File: config.mk
export PLATFORM = sky130hd
export DESIGN_NAME = mc_ctrl
export DESIGN_NICKNAME = d
export VERILOG_FILES = /design/src/rtl/mc_ctrl.sv
export SDC_FILE = /design/constraint.sdc
export NUM_CORES = 1
export LEC_CHECK = 0
export ABC_AREA = 1
export BUFFER_PORTS_ARGS = -buffer_cell sky130_fd_sc_hd__buf_2
export CAP_MARGIN = 10
export CORE_MARGIN = 5
export CORE_UTILIZATION = 30
export CTS_CLUSTER_DIAMETER = 150
export DETAILED_ROUTE_END_ITERATION = 8
export PLACE_DENSITY = 0.59
export SYNTH_ARGS = -nofsm -noshare
export SYNTH_HDL_FRONTEND = slang
export SYNTH_SLANG_ARGS = --single-unit
File: constraint.sdc
create_clock -name clk -period 3.6 [get_ports clk]
set_clock_uncertainty 0.1 [all_clocks]
set_input_delay 0.72 -clock clk [delete_from_list [all_inputs] [get_ports clk]]
set_output_delay 0.72 -clock clk [all_outputs]
set_load 0.01 [all_outputs]
File: src/rtl/mc_ctrl.sv
// mc_ctrl: multi-cycle MIPS main controller (FETCH/DECODE/EXEC/MEM/WB/FAULT) with memory watchdog.
// Define MC_CTRL_PERF_EN for live instret/cycles counters; otherwise both ports read zero.

module mc_ctrl #(
  parameter int MEM_TIMEOUT = 16,
  parameter int TO_W        = 5
) (
  input  logic        clk,
  input  logic        rst_n,
  input  logic [5:0]  opcode,
  input  logic [5:0]  funct,
  input  logic        zero,
  input  logic        mem_ready,
  output logic        mem_req,
  output logic        mem_we,
  output logic        iord,
  output logic        ir_we,
  output logic        mdr_we,
  output logic        pc_we,
  output logic [1:0]  pc_src,
  output logic [1:0]  ext_op,
  output logic        alu_src_b,
  output logic [2:0]  alu_op,
  output logic        rf_we,
  output logic        rf_dst,
  output logic        wb_sel,
  output logic        fault,
  output logic [1:0]  fault_code,
  output logic [31:0] instret,
  output logic [31:0] cycles
);

  localparam logic [1:0] EXT_OP_SE = 2'd0;
  localparam logic [1:0] EXT_OP_ZE = 2'd1;
  localparam logic [1:0] EXT_OP_LS = 2'd2;

  localparam logic [2:0] ALU_ADD  = 3'd0;
  localparam logic [2:0] ALU_SUB  = 3'd1;
  localparam logic [2:0] ALU_AND  = 3'd2;
  localparam logic [2:0] ALU_OR   = 3'd3;
  localparam logic [2:0] ALU_SLT  = 3'd4;
  localparam logic [2:0] ALU_PASS = 3'd5;

  localparam logic [TO_W-1:0] WD_LAST = TO_W'(MEM_TIMEOUT - 1);

  typedef enum logic [2:0] {S_FETCH, S_DECODE, S_EXEC, S_MEM, S_WB, S_FAULT} state_t;
  typedef enum logic [2:0] {K_RTYPE, K_IARITH, K_LW, K_SW, K_BEQ, K_J} kind_t;

  state_t          state_reg, state_next;
  kind_t           kind_reg, dec_kind;
  logic [2:0]      alu_op_reg, dec_alu;
  logic [1:0]      ext_op_reg, dec_ext;
  logic            dec_legal;
  logic [TO_W-1:0] wd_reg;
  logic [1:0]      fault_code_reg, fault_code_next;
  logic            req_state, timeout;

  // Instruction classification, only consumed while in DECODE.
  always_comb begin
    dec_legal = 1'b1;
    dec_kind  = K_RTYPE;
    dec_alu   = ALU_ADD;
    dec_ext   = EXT_OP_SE;
    case (opcode)
      6'h00: begin
        case (funct)
          6'h21:   dec_alu = ALU_ADD;
          6'h23:   dec_alu = ALU_SUB;
          6'h24:   dec_alu = ALU_AND;
          6'h25:   dec_alu = ALU_OR;
          6'h2A:   dec_alu = ALU_SLT;
          default: dec_legal = 1'b0;
        endcase
      end
      6'h09: dec_kind = K_IARITH;
      6'h0C: begin dec_kind = K_IARITH; dec_alu = ALU_AND;  dec_ext = EXT_OP_ZE; end
      6'h0D: begin dec_kind = K_IARITH; dec_alu = ALU_OR;   dec_ext = EXT_OP_ZE; end
      6'h0F: begin dec_kind = K_IARITH; dec_alu = ALU_PASS; dec_ext = EXT_OP_LS; end
      6'h23: dec_kind = K_LW;
      6'h2B: dec_kind = K_SW;
      6'h04: begin dec_kind = K_BEQ; dec_alu = ALU_SUB; end
      6'h02: dec_kind = K_J;
      default: dec_legal = 1'b0;
    endcase
  end

  assign req_state = (state_reg == S_FETCH) || (state_reg == S_MEM);
  assign timeout   = req_state && !mem_ready && (wd_reg == WD_LAST);

  always_comb begin
    state_next      = state_reg;
    fault_code_next = fault_code_reg;
    mem_req   = 1'b0;
    mem_we    = 1'b0;
    iord      = 1'b0;
    ir_we     = 1'b0;
    mdr_we    = 1'b0;
    pc_we     = 1'b0;
    pc_src    = 2'd0;
    alu_src_b = 1'b0;
    alu_op    = ALU_ADD;
    rf_we     = 1'b0;
    rf_dst    = 1'b0;
    wb_sel    = 1'b0;
    case (state_reg)
      S_FETCH: begin
        mem_req = 1'b1;
        if (mem_ready) begin
          ir_we      = 1'b1;
          pc_we      = 1'b1;
          state_next = S_DECODE;
        end else if (timeout) begin
          state_next      = S_FAULT;
          fault_code_next = 2'b10;
        end
      end
      S_DECODE: begin
        if (dec_legal) begin
          state_next = S_EXEC;
        end else begin
          state_next      = S_FAULT;
          fault_code_next = 2'b01;
        end
      end
      S_EXEC: begin
        alu_op = alu_op_reg;
        case (kind_reg)
          K_RTYPE:      state_next = S_WB;
          K_IARITH:     begin alu_src_b = 1'b1; state_next = S_WB; end
          K_LW, K_SW:   begin alu_src_b = 1'b1; state_next = S_MEM; end
          K_BEQ:        begin pc_src = 2'd1; pc_we = zero; state_next = S_FETCH; end
          default:      begin pc_src = 2'd2; pc_we = 1'b1; state_next = S_FETCH; end
        endcase
      end
      S_MEM: begin
        mem_req = 1'b1;
        iord    = 1'b1;
        mem_we  = (kind_reg == K_SW);
        if (mem_ready) begin
          mdr_we     = (kind_reg == K_LW);
          state_next = (kind_reg == K_SW) ? S_FETCH : S_WB;
        end else if (timeout) begin
          state_next      = S_FAULT;
          fault_code_next = 2'b10;
        end
      end
      S_WB: begin
        rf_we      = 1'b1;
        rf_dst     = (kind_reg == K_RTYPE);
        wb_sel     = (kind_reg == K_LW);
        state_next = S_FETCH;
      end
      default: ;
    endcase
    // Reset state is FETCH, so mask the datapath strobes while rst_n is held low.
    if (!rst_n) begin
      mem_req   = 1'b0;
      mem_we    = 1'b0;
      iord      = 1'b0;
      ir_we     = 1'b0;
      mdr_we    = 1'b0;
      pc_we     = 1'b0;
      pc_src    = 2'd0;
      alu_src_b = 1'b0;
      alu_op    = ALU_ADD;
      rf_we     = 1'b0;
      rf_dst    = 1'b0;
      wb_sel    = 1'b0;
    end
  end

  always_ff @(posedge clk or negedge rst_n) begin
    if (!rst_n) begin
      state_reg      <= S_FETCH;
      kind_reg       <= K_RTYPE;
      alu_op_reg     <= ALU_ADD;
      ext_op_reg     <= EXT_OP_SE;
      wd_reg         <= '0;
      fault_code_reg <= 2'b00;
    end else begin
      state_reg      <= state_next;
      fault_code_reg <= fault_code_next;
      if (state_reg == S_DECODE) begin
        kind_reg   <= dec_kind;
        alu_op_reg <= dec_alu;
        ext_op_reg <= dec_ext;
      end
      if (!req_state || mem_ready) wd_reg <= '0;
      else                         wd_reg <= wd_reg + 1'b1;
    end
  end

  assign ext_op     = ext_op_reg;
  assign fault      = (state_reg == S_FAULT);
  assign fault_code = fault_code_reg;

`ifdef MC_CTRL_PERF_EN
  logic [31:0] instret_reg, cycles_reg;
  logic        retire;

  assign retire = (state_reg == S_WB)
               || (state_reg == S_MEM && kind_reg == K_SW && mem_ready)
               || (state_reg == S_EXEC && (kind_reg == K_BEQ || kind_reg == K_J));

  always_ff @(posedge clk or negedge rst_n) begin
    if (!rst_n) begin
      instret_reg <= '0;
      cycles_reg  <= '0;
    end else begin
      if (retire)               instret_reg <= instret_reg + 32'd1;
      if (state_reg != S_FAULT) cycles_reg  <= cycles_reg + 32'd1;
    end
  end

  assign instret = instret_reg;
  assign cycles  = cycles_reg;
`else
  assign instret = 32'd0;
  assign cycles  = 32'd0;
`endif

endmodule

Yosys cells after proc, flatten, opt, wreduce, memory -nomap -nowiden --
Index checks and enable logic that the tools add are counted.
Storage, ports and cells: register bits after elaboration 18, input bits 16, output and inout port bits 84, logic and storage cells 101
Operators by class: add/sub/neg operators 1, eq/ne operators 26, multiplexer cells 47, reductions and logical operators 21
Operators with widths (count):
- 3-bit case mux with 5 select lines | 3
- 6-bit == test (second input constant) | 7
- 6-bit by 4-bit == test with 1-bit output (second input constant) | 4
- 1-bit 2-to-1 mux | 23
- 3-bit 2-to-1 mux | 7
- 3-bit by 2-bit == test with 1-bit output (second input constant) | 4
- 2-bit case mux with 2 select lines | 3
- 3-bit case mux with 4 select lines | 1
- 2-bit 2-to-1 mux | 5
- 3-bit == test (second input constant) | 3
- 2-bit OR reduction | 4
- 4-bit OR reduction | 2
- 8-bit OR reduction | 1
- 3-bit by 1-bit == test with 1-bit output (second input constant) | 2
- 6-bit by 2-bit == test with 1-bit output (second input constant) | 1
- 6-bit by 3-bit == test with 1-bit output (second input constant) | 1
- 3-bit zero test | 2
- 6-bit zero test | 1
- 1-bit case mux with 2 select lines | 3
- 3-bit case mux with 2 select lines | 1
- 5-bit by 1-bit adder with 5-bit output (second input constant) | 1
- 5-bit by 4-bit == test with 1-bit output (second input constant) | 1
- 5-bit 2-to-1 mux | 1
- 5-bit nonzero test | 1
- 9 further kinds | 13

Logic depth before layout (Yosys ltp) --
Gate-level depths: netlist (run 1).
depth in word-level cells 7, mapped depth 11, gate-level depth less buffers 10

Least setup slack after synthesis (run 1) --
OpenSTA, ideal clock, no wires.
path type input to output, from input port rst_n, to output port rf_dst, arrival 1.525 ns, data required time 2.780 ns, setup slack 1.255 ns, cell stages on the path 4, buffers on the path 0, cell sequence inv_1 > nor3_1 > inv_1 > nor3_1
Between the ends: word-level cells in the longest chain between the ends 1
RTL lines:
- start: declaration | RTL line 9 | input logic rst_n,
- 1-bit 2-to-1 mux | RTL line 156 | if (!rst_n) begin
- end: declaration | RTL line 25 | output logic rf_dst,
Every way passes these cells.

Final worst setup path (run 1) --
from input port rst_n, to output port pc_src[1]
Between the ends: word-level cells in the longest chain between the ends 1
RTL lines:
- 2-bit 2-to-1 mux | RTL line 156
- end: declaration | RTL line 20 | output logic [1:0] pc_src,
Every way passes these cells.

==> flow_metrics.tcl, run 1 <==
set metrics [dict create \
    number_of_flip_flops_under_the_largest_register_name 5 \
    clock_tree.htree_level_count 1 \
    area_growth_syn_to_layout_pct 3.321 \
    path_class "in -> out" \
    achievable-frequency_mhz 386.9 \
    startpoint_type "input pin" \
    grt_first_pass_wirelength_um 5368 \
    worstSkewPairLatency_ns 0.25 \
    totalNegativeSetupSlack_ns 0 \
    synth_seq_cells 18 \
    antenna_found_initial 0 \
    grt_max_degree 15 \
    slowest_stage "sky130_fd_sc_hd__nand3_1" \
    routedWlPerCell_um 10.14 \
    antenna_cells_inserted 0 \
    power.leakage_nw 1.049 \
    place.gp.congestion 0.8216 \
    run_status "finished, final reports clean" \
    series_of_cell_instances_along_the_critical_path "buf_2 -> buf_4 -> nand3_1 -> nor3_1 -> buf_2" \
    cts_buffer_depth 2 \
    number_of_synthesized_flops_with_an_enable_pin 0 \
    worstPathArrival_ns 1.76 \
    gr-usage-all-layers_pct 8.843 \
    die-area_um2 7396 \
    ys.warnings.count 0 \
    drcViolationCount 0 \
    std_cell_rows 27 \
    layout-drive-gt1-share_pct 20.14 \
    post_synth_most_frequent_cells "sky130_fd_sc_hd__buf_4, sky130_fd_sc_hd__nand2_1, sky130_fd_sc_hd__nor2_1, sky130_fd_sc_hd__inv_1, sky130_fd_sc_hd__dfrtp_1" \
    tritoncts_clock_tree "built" \
    netlist_area_pre_place_um2 1733 \
    number_of_buffers_inserted_during_clock_tree_synthesis 3 \
    synth_cell_type_count 29 \
    floorplan.initialDensity_pct 31.09 \
    yosys.cell_count.top_type "sky130_fd_sc_hd__buf_4" \
    synthDominantAreaCellType "sky130_fd_sc_hd__buf_4" \
    detail-route-antenna-nets 0 \
    design_power_total_w 0.0004325 \
    avgSynthCellArea_um2 7.016 \
    postRouteWirelength_um 3601 \
    worst_ep_required_time_ns 2.78 \
    finalHoldViolCount 0 \
    synth_top_cells_by_area "sky130_fd_sc_hd__buf_4, sky130_fd_sc_hd__dfrtp_1, sky130_fd_sc_hd__nand2_1" \
    postPlaceCellArea_um2 1735 \
    portion_of_the_clock_cycle_consumed_by_the_worst_path_in_the_final_layout_pct 71.79 \
    worst-r2r-cell-count 5 \
    final_setup_violation_count 0 \
    hold_buffers 0 \
    clk_pin_slew_worst_paths_ns 0.06 \
    endpoint_kind "output port" \
    standard_cell_core_area_um2 5574 \
    post_cts_resized 0 \
    maxSlewHeadroom_pct 66.05 \
    post_route_minimum_period_ns 2.584 \
    synth.top_cell.area_share_pct 28.59 \
    postSynth.asyncResetShare_pct 100.0 \
    nFillCells 644 \
    cp_common_cell "sky130_fd_sc_hd__buf_2" \
    ys_seq_area_share_pct 25.99 \
    reg2reg_setup_slack_ns 1.95 \
    io_pins 100 \
    cts.repair_timing.setup_buffer_count 0 \
    biggest_fanout_along_the_worst_timing_path 13 \
    timing_worst_slew_pin_value_ns 0.5077 \
    port_buffers 35 \
    power.density_cell_area_nw_per_um2 241.5 \
    worstReg2RegEnd "state_reg[0]" \
    final_design_area_no_fill_um2 1790 \
    floorplan.die.height_um 86 \
    floorplan.die.width_um 86 \
    route.vias.total 1399 \
    synthCells 247 \
    cpPeakStageDelay_ns 0.25 \
    clkSinkCount 18 \
    synth-main-ff-cell "sky130_fd_sc_hd__dfrtp_1" \
    cp.buffers_inverters 3 \
    rsz0062_at_grt "no" \
    ctsRootBufferMaster "sky130_fd_sc_hd__clkbuf_8" \
    drtPass1Iterations 4 \
    max_cap_viol_count 0 \
    dpl.hpwl_um 3045 \
    hold_class "in -> async" \
    drt-vias-per-instance 3.941 \
    final_net_count 302 \
    r2r_start "state_reg[1]" \
    vdd_drop_max_v 0.0001037 \
    critical_path.top_delay_family "buffers and inverters" \
    grt-ovfl-total 0 \
    grt_pass1_vias 1187 \
    first_iter_violations 32 \
    timing_max_transition_violations_final 0 \
]
==> power by group <==
part | internal (W) | switching [W]
logic | 0.0000124 | 0.0000549
registers | 0.000202 | 0
clock network | 0.0000972 | 0.0000658
total | 0.000312 | 0.000121
==> metal layers <==
metal / track usage (%) / vias up / wire length [µm] / share of wire [%]
met1: 12.11 / 612 / 1591 / 44
met3: 2.305 / 2 / 310 / 8.6
li1: - / 726 / - / -
met2: 14.02 / 59 / 1686 / 47
met5: 0 / - / 0 / 0
met4: 1.727 / 0 / 14 / 0.39
==> metrics by stage <==
stage                     setup slack (ns)  cells  utilization (%)  hold WS (ns)
after floorplan                      1.255    310                -        0.3244
after global placement              0.9914    351            31.13        0.3548
after detailed placement            0.9511    351            31.13        0.3584
after CTS                           0.9466    355            32.12        0.1846
after global routing                0.8331    355            32.12        0.1904
final                                1.016    355            32.12        0.1907
==> worst register-to-register path: stages (launching register included) <==
cell	delay [ns]
sky130_fd_sc_hd__dfrtp_1	0.51
sky130_fd_sc_hd__nor3_4	0.52
sky130_fd_sc_hd__nand3_1	0.25
sky130_fd_sc_hd__nand2_1	0.12
sky130_fd_sc_hd__nand2_1	0.05
sky130_fd_sc_hd__nand2_1	0.06
==> cell usage in the layout, fill, tap and decap left out, drive strengths merged, types with 6 or more instances in the layout <==
cell type | Yosys | final
conb | 1 | 64
nand2 | 39 | 39
nor2 | 37 | 37
buf | 67 | 36
inv | 31 | 31
dfrtp | 18 | 18
nand3 | 13 | 13
nor3 | 10 | 10
o21ai | 7 | 7
a21oi | 6 | 6
==> area by class of cell <==
type | instances | area [µm²] | area share (%)
Clock buffer | 4 | 55.05 | 3.075
Inverter | 31 | 116.4 | 6.499
Multi-Input combinational cell | 194 | 895.9 | 50.03
Sequential cell | 18 | 450.4 | 25.16
Tap cell | 72 | 90.09 | 5.031
Timing Repair Buffer | 36 | 182.7 | 10.20
==> cells by family after synthesis <==
group / count (synthesis) / synth area share (%)
AOI/OAI and AO/OA: 18 / 5.776
xor gates and xnor gates: 1 / 0.5055
adders and majority gates: 2 / 1.444
buffers and inverters: 98 / 35.96
DFF: 18 / 25.99
other: 1 / 0.2164
and+or+nand+nor: 109 / 30.11
==> worst max-delay path by stage <==
stage	from	slack, ns	cells after the start	end
floorplan	rst_n	1.25	4	rf_dst
global placement	rst_n	0.99	5	alu_src_b
detailed placement	rst_n	0.95	5	pc_src[1]
CTS	rst_n	0.95	5	pc_src[1]
global route	rst_n	0.83	5	pc_src[0]
finish	rst_n	1.02	5	pc_src[1]
(Power assumes the default switching activity.)
==> run 2: changes to the inputs <==
--- a/config.mk
+++ b/config.mk
@@ -12,7 +12,7 @@
 export CORE_UTILIZATION = 30
 export CTS_CLUSTER_DIAMETER = 150
 export DETAILED_ROUTE_END_ITERATION = 8
-export PLACE_DENSITY = 0.59
+export PLACE_DENSITY = 0.62
 export SYNTH_ARGS = -nofsm -noshare
 export SYNTH_HDL_FRONTEND = slang
 export SYNTH_SLANG_ARGS = --single-unit
==> constraint.sdc (replaced) <==
create_clock -name clk -period 2.3 [get_ports clk]
set_clock_uncertainty 0.1 [all_clocks]
set_input_delay 0.46 -clock clk [delete_from_list [all_inputs] [get_ports clk]]
set_output_delay 0.46 -clock clk [all_outputs]
set_load 0.01 [all_outputs]
==> run 2 against run 1 <==
Compared with the run above: critical path depth shrank 2; via count grew 1.1%; clock-buffer cell count shrank 1; clock power grew 29%; power grew 46%.
==> flow_metrics.tcl, run 2 (same netlist as run 1, synthesis figures left out) <==
set metrics [dict create \
    run_status "finished, final reports clean" \
    grt-ovfl-total 0 \
    rsz0062_at_grt "no" \
    maxSlewHeadroom_pct 66.62 \
    endpoint_kind "output port" \
    cts_buffer_depth 2 \
    design_power_total_w 0.0006325 \
    dpl.hpwl_um 3003 \
    power.clock.fraction_pct 33.3 \
    hold_buffers 0 \
    timing_worst_slew_pin_value_ns 0.4991 \
    max_cap_viol_count 0 \
    postRouteWirelength_um 3483 \
    post-route-worst-setup-slack_ns 0.2107 \
    clk_pin_slew_worst_paths_ns 0.06 \
    gr-usage-all-layers_pct 8.620 \
    floorplan.die.width_um 86 \
    area_growth_syn_to_layout_pct 2.527 \
    power.leakage_nw 1.042 \
    route.vias.total 1415 \
    worstReg2RegEnd "state_reg[0]" \
    vdd_drop_max_v 0.0002047 \
    grt_first_pass_wirelength_um 5319 \
    final_setup_violation_count 0 \
    biggest_fanout_along_the_worst_timing_path 9 \
    slowest_stage "sky130_fd_sc_hd__dfrtp_1" \
    sw_frac_of_total_pct 28.53 \
    dpl_worst_slack_ns 0.4349 \
    worstPathArrival_ns 1.53 \
    floorplan.initialDensity_pct 31.09 \
    drtPass1Iterations 4 \
    net-switching-power_w 0.0001804 \
    final_core_util_pct 31.87 \
    internal_pwr_total_w 0.0004520 \
    hold_class "in -> async" \
    tritoncts_clock_tree "built" \
    first_iter_violations 51 \
    worstSetupStartpoint "state_reg[1]" \
    detail-route-antenna-nets 0 \
    startpoint_type "register" \
    std_cell_rows 27 \
    post_cts_resized 0 \
    r2r_start "state_reg[1]" \
    drt-vias-per-instance 3.997 \
    cp.buffers_inverters 1 \
    finalHoldViolCount 0 \
    number_of_flip_flops_under_the_largest_register_name 5 \
    achievable-frequency_mhz 478.6 \
    mostFrequentLayoutCell "sky130_fd_sc_hd__conb_1" \
    clock_tree.htree_level_count 1 \
    die-area_um2 7396 \
    worst_ep_required_time_ns 1.74 \
    antenna_cells_inserted 0 \
    routedWlPerCell_um 9.839 \
    power.density_cell_area_nw_per_um2 356.0 \
    cts.repair_timing.setup_buffer_count 0 \
    drcViolationCount 0 \
    fin_worst_hold_slack_ns 0.1000 \
    antenna_found_initial 0 \
    clkSinkCount 18 \
    place.gp.congestion 0.8765 \
    most-common-layout-cells "sky130_fd_sc_hd__conb_1, sky130_fd_sc_hd__nand2_1, sky130_fd_sc_hd__buf_2, sky130_fd_sc_hd__nor2_1, sky130_fd_sc_hd__inv_1" \
    series_of_cell_instances_along_the_critical_path "nand3_2 -> nor4_1 -> buf_2" \
    io_pins 100 \
    nFillCells 633 \
    portion_of_the_clock_cycle_consumed_by_the_worst_path_in_the_final_layout_pct 90.84 \
    combinationalPowerShare_pct 16.6 \
    number_of_buffers_inserted_during_clock_tree_synthesis 3 \
    layout-drive-gt1-share_pct 19.86 \
    endpoint "mdr_we" \
    floorplan.die.height_um 86 \
    reg2reg_setup_slack_ns 0.67 \
    grt_max_degree 19 \
    final_net_count 302 \
    worst-r2r-cell-count 5 \
    totalNegativeSetupSlack_ns 0 \
    worst-path-stages 3 \
    path_class "reg -> out" \
    ctsRootBufferMaster "sky130_fd_sc_hd__clkbuf_8" \
    grt_pass1_vias 1218 \
    critical_path.top_delay_family "flip-flops" \
    timing_max_transition_violations_final 0 \
    p_seq_share_pct 50.1 \
    post_route_minimum_period_ns 2.089 \
    port_buffers 35 \
    worstSkewPairLatency_ns 0.25 \
    standard_cell_core_area_um2 5574 \
    cpPeakStageDelay_ns 0.56 \
]
-- run 2: metrics by stage --
step | std cells | instance area, µm²
final | 354 | 1777
after global routing | 354 | 1777
after CTS | 354 | 1777
after detailed placement | 351 | 1735
after global placement | 351 | 1735
after floorplan | 310 | 1969
-- run 2: cell type report --
cell class	instances	area (µm²)	area share, %
sequential	18	450.4	25.35
inverter	31	116.4	6.549
clock buffer	3	41.29	2.324
multi-input combinational	194	895.9	50.42
timing repair buffer	36	182.7	10.28
tap	72	90.09	5.070
-- run 2: worst reg2reg max path, delay by kind of cell (launching register included) --
family        cells  cell delay [ns]
flops             1             0.51
simple gates      5             0.96
-- run 2: per-layer routing --
layer  wire length (µm)  GRT usage (%)  vias to the layer above  share of wire [%]
li1                   -              -                      718                  -
met1               1483          11.39                      624                 43
met2               1644          14.09                       73                 47
met3                354          2.402                        0                 10
met4                  0          1.583                        0                  0
met5                  0              0                        -                  0
-- run 2: worst min path at each step --
stage | startpoint | end | slack (ns) | depth (start not counted)
after CTS | rst_n | fault_code[0] | 0.10 | 2
after global routing | rst_n | kind_reg[0] | 0.12 | 2
after global placement | wd_reg[0] | wd_reg[0] | 0.35 | 1
after floorplan | rst_n | alu_op_reg[0] | 0.06 | 0
final | rst_n | wd_reg[3] | 0.10 | 2
after detailed placement | wd_reg[0] | wd_reg[0] | 0.35 | 1
-- run 2: power by group through the flow --
| stage | Clock (W) | Combinational [W] | Sequential, W |
|---|---|---|---|
| after floorplan | 0 | 0.000152 | 0.000323 |
| after global placement | 0 | 0.000101 | 0.000322 |
| after detailed placement | 0 | 0.000102 | 0.000322 |
| after CTS | 0.000220 | 0.000102 | 0.000316 |
| after global routing | 0.000236 | 0.000120 | 0.000316 |
| final | 0.000211 | 0.000105 | 0.000317 |
==> run 3: changes to the inputs <==
--- a/config.mk
+++ b/config.mk
@@ -12,7 +12,7 @@
 export CORE_UTILIZATION = 30
 export CTS_CLUSTER_DIAMETER = 150
 export DETAILED_ROUTE_END_ITERATION = 8
-export PLACE_DENSITY = 0.62
+export PLACE_DENSITY = 0.63
 export SYNTH_ARGS = -nofsm -noshare
 export SYNTH_HDL_FRONTEND = slang
 export SYNTH_SLANG_ARGS = --single-unit
==> run 3 against run 2 <==
Compared with the run above: non-clock buffer count up 1; cell count is 0.56% higher; worst hold slack got worse by 0.0052 ns; register-to-register slack worse by 0.02 ns; fmax decreased by 1.3%; critical path depth stayed put; die area unchanged; first-iteration DRC count is 27% higher; power is 6.9% higher; sequential power is essentially flat; largest power group unchanged.
==> flow_metrics.tcl, run 3 (same netlist as run 1, synthesis figures left out) <==
set metrics [dict create \
    reg2reg_setup_slack_ns 0.65 \
    post_route_minimum_period_ns 2.117 \
    worstSkewPairLatency_ns 0.25 \
    layout-drive-gt1-share_pct 20.07 \
    worstReg2RegEnd "alu_op_reg[1]" \
    floorplan.die.height_um 86 \
    slowest_stage "sky130_fd_sc_hd__dfrtp_1" \
    portion_of_the_clock_cycle_consumed_by_the_worst_path_in_the_final_layout_pct 92.03 \
    rsz0062_at_grt "no" \
    r2r_start "state_reg[1]" \
    maxSlewHeadroom_pct 65.50 \
    worst-r2r-cell-count 4 \
    number_of_flip_flops_under_the_largest_register_name 5 \
    clock_tree.htree_level_count 1 \
    timing_max_transition_violations_final 0 \
    most-common-layout-cells "sky130_fd_sc_hd__conb_1, sky130_fd_sc_hd__nand2_1, sky130_fd_sc_hd__buf_2, sky130_fd_sc_hd__nor2_1, sky130_fd_sc_hd__inv_1" \
    finish.cell_count_without_fillers 356 \
    mostFrequentLayoutCell "sky130_fd_sc_hd__conb_1" \
    drcViolationCount 0 \
    number_of_buffers_inserted_during_clock_tree_synthesis 3 \
    floorplan.die.width_um 86 \
    clkSinkCount 18 \
    worst_ep_required_time_ns 1.74 \
    floorplan.initialDensity_pct 31.09 \
    route.vias.total 1404 \
    totalNegativeSetupSlack_ns 0 \
    placed_cells 351 \
    grt_max_degree 15 \
    clk_pin_slew_worst_paths_ns 0.07 \
    power.leakage_nw 1.053 \
    first_iter_violations 65 \
    series_of_cell_instances_along_the_critical_path "nand3_2 -> nor4_1 -> buf_2" \
    postRouteWirelength_um 3537 \
    achievable-frequency_mhz 472.5 \
    final_net_count 303 \
    die-area_um2 7396 \
    max_cap_viol_count 0 \
    routedWlPerCell_um 9.935 \
    ctsRootBufferMaster "sky130_fd_sc_hd__clkbuf_8" \
    grt-ovfl-total 0 \
    vdd_drop_max_v 0.0001982 \
    cp.buffers_inverters 1 \
    gr-usage-all-layers_pct 8.847 \
    path_class "reg -> out" \
    hold_buffers 1 \
    antenna_cells_inserted 0 \
    cts_buffer_depth 2 \
    postPlaceCellArea_um2 1735 \
    port_buffers 35 \
    final_setup_violation_count 0 \
    worstPathArrival_ns 1.56 \
    tritoncts_clock_tree "built" \
    endpoint_kind "output port" \
    run_status "finished, final reports clean" \
    finalHoldViolCount 0 \
    antenna_found_initial 0 \
    hold_class "in -> async" \
    std_cell_rows 27 \
    grt_first_pass_wirelength_um 5513 \
    startpoint_type "register" \
    biggest_fanout_along_the_worst_timing_path 9 \
    grt_pass1_vias 1282 \
    critical_path.top_delay_family "flip-flops" \
    io_pins 100 \
    power.density_cell_area_nw_per_um2 375.7 \
    post_cts_resized 0 \
    final_design_area_no_fill_um2 1800 \
    timing_worst_slew_pin_value_ns 0.5158 \
    cpPeakStageDelay_ns 0.56 \
    area_growth_syn_to_layout_pct 3.899 \
    detail-route-antenna-nets 0 \
    drtPass1Iterations 4 \
    cts.repair_timing.setup_buffer_count 0 \
    drt-vias-per-instance 3.944 \
    standard_cell_core_area_um2 5574 \
    place.gp.congestion 0.8272 \
    dpl.hpwl_um 3014 \
]
## run 3: where the power goes
part / total (W) / internal, W / switching, W
Combinational: 0.000107 / 0.0000206 / 0.0000859
Clock: 0.000253 / 0.000152 / 0.000102
Sequential: 0.000316 / 0.000316 / 0
Total: 0.000676 / 0.000489 / 0.000187
## run 3: per-stage QoR
step                      setup WS, ns  utilization, %  hold WS [ns]  total power [W]
after floorplan                 0.4749               -       0.06441        0.0004746
final                           0.1834           32.30       0.09485        0.0006764
after detailed placement        0.2868           31.13        0.2094        0.0004247
after global routing           0.02614           32.30        0.1170        0.0007137
after global placement          0.3627           31.13        0.2002        0.0004235
after CTS                       0.1720           32.30       0.09273        0.0006816
## run 3: worst max path at each step
stage                             from  endpoint  cells after the start
after global placement           rst_n    rf_dst                      6
after detailed placement         rst_n    rf_dst                      6
final                     state_reg[1]    mdr_we                      3
after global routing      state_reg[1]    mdr_we                      3
after CTS                 state_reg[1]    mdr_we                      3
after floorplan                  rst_n    rf_dst                      4
## run 3: per-layer routing
metal  share of wire, %  GRT usage, %  vias up
met1                 44         12.18      621
li1                   -             -      726
met3                8.6         2.209        0
met2                 47         14.44       57
met5                  0             0        -
met4                  0        0.8633        0
## run 3: layout make-up
class | instances | area [µm²]
Multi-Input combinational cell | 194 | 895.9
Inverter | 31 | 116.4
Fill cell | 630 | 3774
Sequential cell | 18 | 450.4
Clock buffer | 4 | 55.05
Tap cell | 72 | 90.09
Timing Repair Buffer | 37 | 192.7
